`src/rtl/fifo_rd_packer_if.sv`:
```
// Bundle between the packer, the FIFO read port and the downstream wide stream.
// The packer uses the slave modport; whatever drives the FIFO side and the stream sink uses master.
interface fifo_rd_packer_if #(
  parameter int unsigned W     = 8,
  parameter int unsigned RATIO = 4
);
  logic                 fifo_empty;
  logic [W-1:0]         fifo_rd_data;
  logic                 fifo_rd_en;
  logic                 flush;
  logic                 out_valid;
  logic                 out_ready;
  logic [W*RATIO-1:0]   out_data;
  logic [RATIO-1:0]     out_keep;
  logic                 busy;

  modport slave (
    input  fifo_empty, fifo_rd_data, flush, out_ready,
    output fifo_rd_en, out_valid, out_data, out_keep, busy
  );

  modport master (
    output fifo_empty, fifo_rd_data, flush, out_ready,
    input  fifo_rd_en, out_valid, out_data, out_keep, busy
  );
endinterface

```
`src/rtl/fifo_rd_packer.sv`:
```
// Pops FWFT FIFO words and packs RATIO of them into one wide valid/ready beat.
// A flush emits a partial beat with a per-word keep mask.
module fifo_rd_packer #(
  parameter int unsigned W     = 8,
  parameter int unsigned RATIO = 4
) (
  input  logic              rd_clk_i,
  input  logic              rd_reset_i,
  fifo_rd_packer_if.slave   bus
);
  localparam int unsigned CW = $clog2(RATIO) + 1;
  localparam int unsigned BW = W * RATIO;

  logic [CW-1:0]    cnt_q, cnt_d, filled;
  logic [BW-1:0]    acc_q, acc_d, acc_w;
  logic [BW-1:0]    out_data_q, out_data_d;
  logic [RATIO-1:0] out_keep_q, out_keep_d, part_keep;
  logic             out_valid_q, out_valid_d;
  logic             flush_pend_q, flush_pend_d;
  logic             out_free, pop, pend, complete;

  always_comb begin
    out_free = !out_valid_q || bus.out_ready;
    pop      = !rd_reset_i && !bus.fifo_empty &&
               ((cnt_q < CW'(RATIO - 1)) || out_free);
    filled   = cnt_q + {{(CW-1){1'b0}}, pop};
    complete = pop && (cnt_q == CW'(RATIO - 1));
    pend     = flush_pend_q || bus.flush;

    // acc_w is the accumulator including any word popped this cycle
    acc_w     = acc_q;
    part_keep = '0;
    for (int unsigned i = 0; i < RATIO; i++) begin
      if (pop && (cnt_q == CW'(i)))
        acc_w[i*W +: W] = bus.fifo_rd_data;
      part_keep[i] = (CW'(i) < filled);
    end

    cnt_d        = cnt_q;
    acc_d        = acc_q;
    out_data_d   = out_data_q;
    out_keep_d   = out_keep_q;
    out_valid_d  = out_valid_q && !bus.out_ready;
    flush_pend_d = pend;

    if (complete) begin
      out_data_d   = acc_w;
      out_keep_d   = '1;
      out_valid_d  = 1'b1;
      cnt_d        = '0;
      acc_d        = '0;
      flush_pend_d = 1'b0;
    end else if (pend && out_free && (filled != '0)) begin
      out_data_d   = acc_w;
      out_keep_d   = part_keep;
      out_valid_d  = 1'b1;
      cnt_d        = '0;
      acc_d        = '0;
      flush_pend_d = 1'b0;
    end else begin
      acc_d = acc_w;
      cnt_d = filled;
      // a flush with nothing held is simply dropped
      if (filled == '0)
        flush_pend_d = 1'b0;
    end
  end

  always_ff @(posedge rd_clk_i or posedge rd_reset_i) begin
    if (rd_reset_i) begin
      cnt_q        <= '0;
      acc_q        <= '0;
      out_data_q   <= '0;
      out_keep_q   <= '0;
      out_valid_q  <= 1'b0;
      flush_pend_q <= 1'b0;
    end else begin
      cnt_q        <= cnt_d;
      acc_q        <= acc_d;
      out_data_q   <= out_data_d;
      out_keep_q   <= out_keep_d;
      out_valid_q  <= out_valid_d;
      flush_pend_q <= flush_pend_d;
    end
  end

  assign bus.fifo_rd_en = pop;
  assign bus.out_valid  = out_valid_q;
  assign bus.out_data   = out_data_q;
  assign bus.out_keep   = out_keep_q;
  assign bus.busy       = (cnt_q != '0) || flush_pend_q || out_valid_q;
endmodule

```
`src/flat_wrapper.sv`:
```
// flat-port wrapper written by rule: the top's interface ports become plain ports
module fifo_rd_packer_flat 
#(
  parameter int unsigned W     = 8,
  parameter int unsigned RATIO = 4
)
  (rd_clk_i, rd_reset_i, bus_fifo_empty, bus_fifo_rd_data, bus_flush, bus_out_ready, bus_fifo_rd_en, bus_out_valid, bus_out_data, bus_out_keep, bus_busy);
  fifo_rd_packer_if #(.W(W), .RATIO(RATIO)) bus_i ();
  input  logic rd_clk_i;
  input  logic rd_reset_i;
  input wire logic [$bits(bus_i.fifo_empty)-1:0] bus_fifo_empty;
  input wire logic [$bits(bus_i.fifo_rd_data)-1:0] bus_fifo_rd_data;
  input wire logic [$bits(bus_i.flush)-1:0] bus_flush;
  input wire logic [$bits(bus_i.out_ready)-1:0] bus_out_ready;
  output wire logic [$bits(bus_i.fifo_rd_en)-1:0] bus_fifo_rd_en;
  output wire logic [$bits(bus_i.out_valid)-1:0] bus_out_valid;
  output wire logic [$bits(bus_i.out_data)-1:0] bus_out_data;
  output wire logic [$bits(bus_i.out_keep)-1:0] bus_out_keep;
  output wire logic [$bits(bus_i.busy)-1:0] bus_busy;
  assign bus_i.fifo_empty = bus_fifo_empty;
  assign bus_i.fifo_rd_data = bus_fifo_rd_data;
  assign bus_i.flush = bus_flush;
  assign bus_i.out_ready = bus_out_ready;
  assign bus_fifo_rd_en = bus_i.fifo_rd_en;
  assign bus_out_valid = bus_i.out_valid;
  assign bus_out_data = bus_i.out_data;
  assign bus_out_keep = bus_i.out_keep;
  assign bus_busy = bus_i.busy;
  fifo_rd_packer #(.W(W), .RATIO(RATIO)) u_core (.rd_clk_i(rd_clk_i), .rd_reset_i(rd_reset_i), .bus(bus_i));
endmodule
```
`config.mk`:
```
export PLATFORM = sky130hd
export DESIGN_NAME = fifo_rd_packer_flat
export DESIGN_NICKNAME = d
export VERILOG_FILES = /design/src/rtl/fifo_rd_packer_if.sv /design/src/rtl/fifo_rd_packer.sv /design/src/flat_wrapper.sv
export SDC_FILE = /design/constraint.sdc
export NUM_CORES = 1
export LEC_CHECK = 0
export CORE_MARGIN = 2
export CORE_UTILIZATION = 56
export CTS_CLUSTER_SIZE = 20
export DETAILED_ROUTE_END_ITERATION = 7
export PLACE_DENSITY = 0.8
export RECOVER_POWER = 25
export SYNTH_ARGS = -nofsm -noshare
export SYNTH_HDL_FRONTEND = slang
export SYNTH_SLANG_ARGS = --single-unit
```
`constraint.sdc`:
```
create_clock -name rd_clk_i -period 6.7 [get_ports rd_clk_i]
set_input_delay 1.005 -clock rd_clk_i [delete_from_list [all_inputs] [get_ports rd_clk_i]]
set_output_delay 1.005 -clock rd_clk_i [all_outputs]
set_load 0.005 [all_outputs]
```
==> results.toml, run 1 <==
[outcome]
outcome = "finished, violations left"
failed_checks = "capacitance limit, slew limit"

[yosys]
yosys.cell_types.count = 28
ys.warnings.count = 0
dominant_combinational_cell_family_by_area_after_synthesis = "simple AND/OR/NAND/NOR gates"
synth_fp_nets = 279
synthesis.area_mm2 = 0.00296
synth.area.mux_share = 0.0846
synth-simple-area-share = 0.164
post_synthesis_share_of_cell_area_spent_on_xor_and_xnor_gates = 0.00550
yosys_most_used_dff = "dfrtp_1"
yosys_register_bits = 73
postSynth.asyncResetShare = 1.00
compound_gate_fraction_of_synth_area = 0.0728
synth_enable_flop_cells = 0
synthesis.instances = 264
netlist.area_leader.share = 0.618
top_cells_by_instance_count_after_synthesis = "73 x dfrtp_1, 37 x nor2_1, 34 x nor3_1"
part_of_the_yosys_area_used_for_sequential_elements = 0.618
post_synth_main_area_contributors = "dfrtp_1 62%, mux2i_1 8.5%, nor3_1 5.8%"
netlist.top_cell.by_area = "dfrtp_1"
post-synth-top-count-cell = "dfrtp_1"
synth_area_per_cell_um2 = 11.2
synth_fa_ha_area_frac = 0.00846

[detailed_routing]
number_of_vias_per_cell = 5.55
dr.first_iter.drc_count = 206
detail_route_antenna_nets = 0
drtPass1Iterations = 4
detail_route.wirelength_um = 6270
route.detailed.wl_per_inst_um = 16.2
via_count = 2148
drc_viols = 0

[critical_path]
worstRegToRegCells = 8
timing.critical_path.from = "rd_reset_i"
timing.reg2reg.setup_slack_ns = 3.37
timing.critical_path.fanout_max = 73
critical_register_to_register_path_startpoint = "u_core.bus.out_valid"
critical_path_arrival_ns = 4.26
worst-endpoint-required_ns = 6.31
critical_path.endpoint_type = "async pin"
worstReg2RegEnd = "u_core.bus.out_data[30]"
worstSetupStartpointType = "primary input"
critPathCapture = "u_core.acc_q[27]"
setup_cp_type = "in -> async"

[timing]
setup-violations-final = 0
slew-limit-headroom = -1.47
worst-slew-pin-transition_ns = 3.70
final.hold.worst_slack_ns = 0.491
setup-tns-final_ns = 0
rsz0062_at_grt = "false"
timing.fmax_mhz = 215
finalHoldViolations = 0
period_needed_ns = 4.65
final.setup.worst_slack_ns = 2.05
finalMaxSlewViolations = 74
min_period_over_period = 0.694
skew_ns = 0.00562

[placed_design]
place.detailed.hpwl_um = 3860
place.gp.congestion = 0.797
post-place-ws_ns = 2.27
port_buffer_count = 51
dp_cells = 371

[grt]
global_route_wire_length_before_repair_um = 10800
pin_count_of_the_biggest_net_entering_global_routing = 74
gr-usage-all-layers = 0.236
antenna_violations_before_repair = 0
via_count_of_the_first_global_routing_pass = 2096
grt_remaining_overflow = 0

[power_and_ir_drop]
clock_power_share = 0.206
comb_power_share = 0.386
worst_case_vdd_ir_drop_mv = 0.246
total_power_mw = 1.73
switchingPower_uw = 559
internal_power_mw = 1.17
power.static_leakage_nw = 1.77
power.share.switching = 0.323
seqPwrFrac = 0.408
power_per_cell_area_mw_per_mm2 = 475

[cells_and_area]
final_layout_size_suffix_gt1_frac = 0.0599
layout.cells.non_filler = 387
num_antenna_cells = 0
flow.area_growth_from_synthesis_pct = 23.3
layout.nets = 327

[cts]
ctsHoldBuffers = 0
h_tree_depth = 3
ctsResizeCount = 0
cts_post_setup_buffers_inserted = 0
tritoncts = "done"
tritoncts.num_buffers = 9
clockBufferDepth = 2
root_buffer_selected_by_cts = "clkbuf_8"
numClockSinks = 73
clock_latency_at_the_later_pin_of_the_worst_skew_pair_ns = 0.35
clkTransAtPathRegs_ns = 0.07

[floorplanning]
core_area_mm2 = 0.00511
die_area_mm2 = 0.00588
die_h_um = 76.7
start_util = 0.579
dieWidth_um = 76.7
core.rowCount = 26
pin_count = 52

[worst_hold_path]
hold_path.class = "reg -> reg"
hp-start = "u_core.acc_q[31]"

[job]
max_cap_viol_count = 1
-- how the worst min path moves through the flow --
stage / depth (start not counted) / endpoint / slack (ns)
6_report: 1 / u_core.acc_q[31] / 0.49
5_1_grt: 1 / u_core.bus.out_keep[0] / 0.50
4_1_cts: 1 / u_core.acc_q[31] / 0.49
3_5_place_dp: 1 / u_core.bus.out_keep[0] / 0.46
3_3_place_gp: 1 / u_core.bus.out_keep[0] / 0.46
2_1_floorplan: 1 / u_core.acc_q[31] / 0.45
-- layout by cell type (no fill, tap or decap), types with 2 or more instances in the layout --
master and n:
dfrtp_1 73, a21oi_1 26, mux2i_1 25, and2_1 5
clkbuf_1 3, buf_4 2, nor3_1 34, nor2_1 37
clkbuf_8 12, nand2_1 21, ha_1 2, clkdlybuf4s50_1 50
a31oi_1 8, o21ai_0 2
-- routing by layer --
layer  share of wire  track usage  vias up
met5               0            0        -
met4           0.012       0.0764        0
met3           0.054       0.0588        8
met2            0.47        0.337       69
met1            0.47        0.356     1067
li1                -            -     1004
-- final cells by class --
class                           count  area [um2]
Sequential cell                    73        1830
Fill cell                         388        1460
Multi-Input combinational cell    173         992
Timing Repair Buffer               54         529
Clock buffer                       14         173
Tap cell                           70        87.6
Clock inverter                      2        35.0
Inverter                            1        3.75
-- logic make-up after synthesis --
logic type,after synthesis
compound gates,39
xor+xnor,1
fa+ha+maj,2
buf+inv,18
flops,73
mux,25
simple gates,106
-- per-stage QoR --
step           cell area [um2]   util
2_1_floorplan             2960      -
3_3_place_gp              3440  0.674
3_5_place_dp              3440  0.674
4_1_cts                   3650  0.715
5_1_grt                   3650  0.714
6_report                  3650  0.714
-- critical path, stage by stage --
cell           delay (ns)
dlygate4sd3_1        0.57
clkinv_1             0.06
clkbuf_1             2.59
-- sequential cells by signal (all words and copies together) (netlist names) --
register / flops
u_core.flush_pend_q: 1
u_core.bus.out_keep: 4
u_core.bus.out_data: 32
u_core.cnt_q: 3
u_core.bus.out_valid: 1
u_core.acc_q: 32
-- power groups by stage --
stage                     Sequential [mW]  Combinational, mW  Clock, mW
after floorplan                     0.706              0.397          0
after global placement              0.707              0.650          0
after detailed placement            0.709              0.671          0
after CTS                           0.704              0.676      0.361
after global routing                0.726              0.740      0.380
final                               0.706              0.669      0.357
Note: power is estimated with default switching activity, not from simulation.
==> run 2: changes to the inputs <==
--- a/config.mk
+++ b/config.mk
@@ -6,10 +6,10 @@
 export NUM_CORES = 1
 export LEC_CHECK = 0
 export CORE_MARGIN = 2
-export CORE_UTILIZATION = 56
+export CORE_UTILIZATION = 52
 export CTS_CLUSTER_SIZE = 20
 export DETAILED_ROUTE_END_ITERATION = 7
-export PLACE_DENSITY = 0.8
+export PLACE_DENSITY = 0.75
 export RECOVER_POWER = 25
 export SYNTH_ARGS = -nofsm -noshare
 export SYNTH_HDL_FRONTEND = slang
==> constraint.sdc (replaced) <==
create_clock -name rd_clk_i -period 4.6 [get_ports rd_clk_i]
set_input_delay 0.69 -clock rd_clk_i [delete_from_list [all_inputs] [get_ports rd_clk_i]]
set_output_delay 0.69 -clock rd_clk_i [all_outputs]
set_load 0.005 [all_outputs]
==> run 2 against run 1 <==
The run still ends with capacitance limit, slew limit left. Via count fell by 1.6%. Clock skew rose by 0.0042 ns. Sequential share of layout area rose by 0.26 points. Critical path type is now in -> reg. Critical endpoint is now u_core.bus.out_data[27]. Largest power group unchanged. Highest routed layer unchanged.
==> results.toml, run 2 (synthesized netlist as in run 1, its figures left out) <==
[detailed_routing]
detail_route_antenna_nets = 0
detail_route.wirelength_um = 6180
drc_viols = 0
via_count = 2114
route.detailed.wl_per_inst_um = 15.9
drtPass1Iterations = 4
dr.first_iter.drc_count = 120
number_of_vias_per_cell = 5.42

[timing]
rsz0062_at_grt = "false"
slew-limit-headroom = -0.0555
period_needed_ns = 3.32
setup-tns-final_ns = 0
finalMaxSlewViolations = 43
final.setup.worst_slack_ns = 1.28
setup-violations-final = 0
worst-slew-pin-transition_ns = 1.58
finalHoldViolations = 0
skew_ns = 0.00985
timing.fmax_mhz = 301
min_period_over_period = 0.721
final.hold.worst_slack_ns = 0.477

[power_and_ir_drop]
power.static_leakage_nw = 1.76
internal_power_mw = 1.63
power_per_cell_area_mw_per_mm2 = 671
comb_power_share = 0.396
clock_power_share = 0.182
seqPwrFrac = 0.422
worst_case_vdd_ir_drop_mv = 0.339
switchingPower_uw = 800
total_power_mw = 2.43
power.share.switching = 0.329

[critical_path]
critical_path.endpoint_type = "register"
worstRegToRegCells = 9
worstReg2RegEnd = "u_core.bus.out_data[27]"
critical_path_arrival_ns = 3.49
setup_cp_type = "in -> reg"
critical_register_to_register_path_startpoint = "u_core.bus.out_valid"
worstSetupStartpointType = "primary input"
timing.reg2reg.setup_slack_ns = 1.77
timing.critical_path.fanout_max = 56
worst-endpoint-required_ns = 4.77

[worst_hold_path]
hp-start = "u_core.bus.out_keep[0]"
holdPathStages = 1
hold_path.class = "reg -> reg"
timing.hold.worst_endpoint = "u_core.bus.out_keep[0]"

[grt]
pin_count_of_the_biggest_net_entering_global_routing = 57
antenna_violations_before_repair = 0
global_route_wire_length_before_repair_um = 10300
via_count_of_the_first_global_routing_pass = 2005
grt_remaining_overflow = 0
gr-usage-all-layers = 0.217

[cts]
ctsHoldBuffers = 0
clkTransAtPathRegs_ns = 0.07
tritoncts = "done"
h_tree_depth = 3
clock_latency_at_the_later_pin_of_the_worst_skew_pair_ns = 0.33
tritoncts.num_buffers = 9
numClockSinks = 73
clockBufferDepth = 2
ctsResizeCount = 0
root_buffer_selected_by_cts = "clkbuf_8"
cts_post_setup_buffers_inserted = 0

[floorplanning]
core_area_mm2 = 0.00551
die_h_um = 79.4
core.rowCount = 27
die_area_mm2 = 0.00631
dieWidth_um = 79.4
pin_count = 52
start_util = 0.537

[placed_design]
placed_cell_area_mm2 = 0.00345
dp_cells = 374
post-place-ws_ns = 0.983
place.detailed.hpwl_um = 4080
place.gp.congestion = 0.828
port_buffer_count = 51

[job]
max_cap_viol_count = 1

[cells_and_area]
final_area_mm2 = 0.00363
area_used_by_multi_input_combinational_logic_um2 = 992
layout.cells.non_filler = 390
layout.nets = 328
postLayoutCoreUtil = 0.659
flow.area_growth_from_synthesis_pct = 22.7
ff_latch_area_mm2 = 0.00183
most-common-layout-cells = "73 x dfrtp_1, 45 x clkdlybuf4s50_1, 37 x nor2_1"
most_common_cell_after_layout_fill_and_taps_aside = "dfrtp_1"
layout.filler_cells = 449
final_layout_size_suffix_gt1_frac = 0.0629
num_antenna_cells = 0

[outcome]
outcome = "finished, violations left"
failed_checks = "capacitance limit, slew limit"
-- run 2: changes by cell type in the layout (fill, tap and decap cells not counted) --
cell	previous run	this run
dlygate4sd3_1	1	6
inv_1	0	1
clkinv_1	1	0
buf_4	2	4
bufinv_16	1	0
clkinvlp_4	0	1
clkbuf_8	12	11
clkdlybuf4s50_1	50	45
-- run 2: worst max-delay path by stage --
| stage | start | to | slack, ns | depth (start not counted) |
|---|---|---|---|---|
| finish | rd_reset_i | u_core.bus.out_data[27] | 1.28 | 10 |
| global route | rd_reset_i | u_core.bus.out_data[27] | 1.06 | 10 |
| CTS | bus_out_ready | u_core.bus.out_data[27] | 1.33 | 10 |
| detailed placement | bus_out_ready | u_core.bus.out_data[27] | 0.98 | 10 |
| global placement | bus_out_ready | u_core.bus.out_data[22] | 1.11 | 10 |
| floorplan | bus_out_ready | u_core.bus.out_data[16] | 1.97 | 9 |
-- run 2: area by class of cell --
cell class / count / share of cell area
flip-flops and latches: 73 / 0.503
multi-input cells: 173 / 0.273
repair buffers: 55 / 0.149
clock buffers: 14 / 0.0448
well taps: 72 / 0.0248
clock inverters: 2 / 0.00345
inverters: 1 / 0.00103
-- run 2: power by group through the flow --
stage / sequential, mW / combinational, mW / clock, mW
floorplan: 1.03 / 0.578 / 0
global placement: 1.03 / 0.954 / 0
detailed placement: 1.04 / 0.978 / 0
CTS: 1.03 / 0.985 / 0.451
global route: 1.05 / 1.07 / 0.484
finish: 1.03 / 0.964 / 0.444
-- run 2: routing by layer --
| layer | GRT usage | share of wire |
|---|---|---|
| met2 | 0.313 | 0.47 |
| met4 | 0.0776 | 0.0070 |
| met5 | 0 | 0 |
| met3 | 0.0520 | 0.057 |
| met1 | 0.322 | 0.46 |
-- run 2: critical path: stages --
cell and delay [ns]:
dlygate4sd3_1 0.56, nor2_1 0.20, o21a_1 0.19, ha_1 0.15, ha_1 0.19, xor2_2 0.27
o311a_1 0.21, buf_4 0.30, nand2b_4 0.56, a31oi_1 0.17
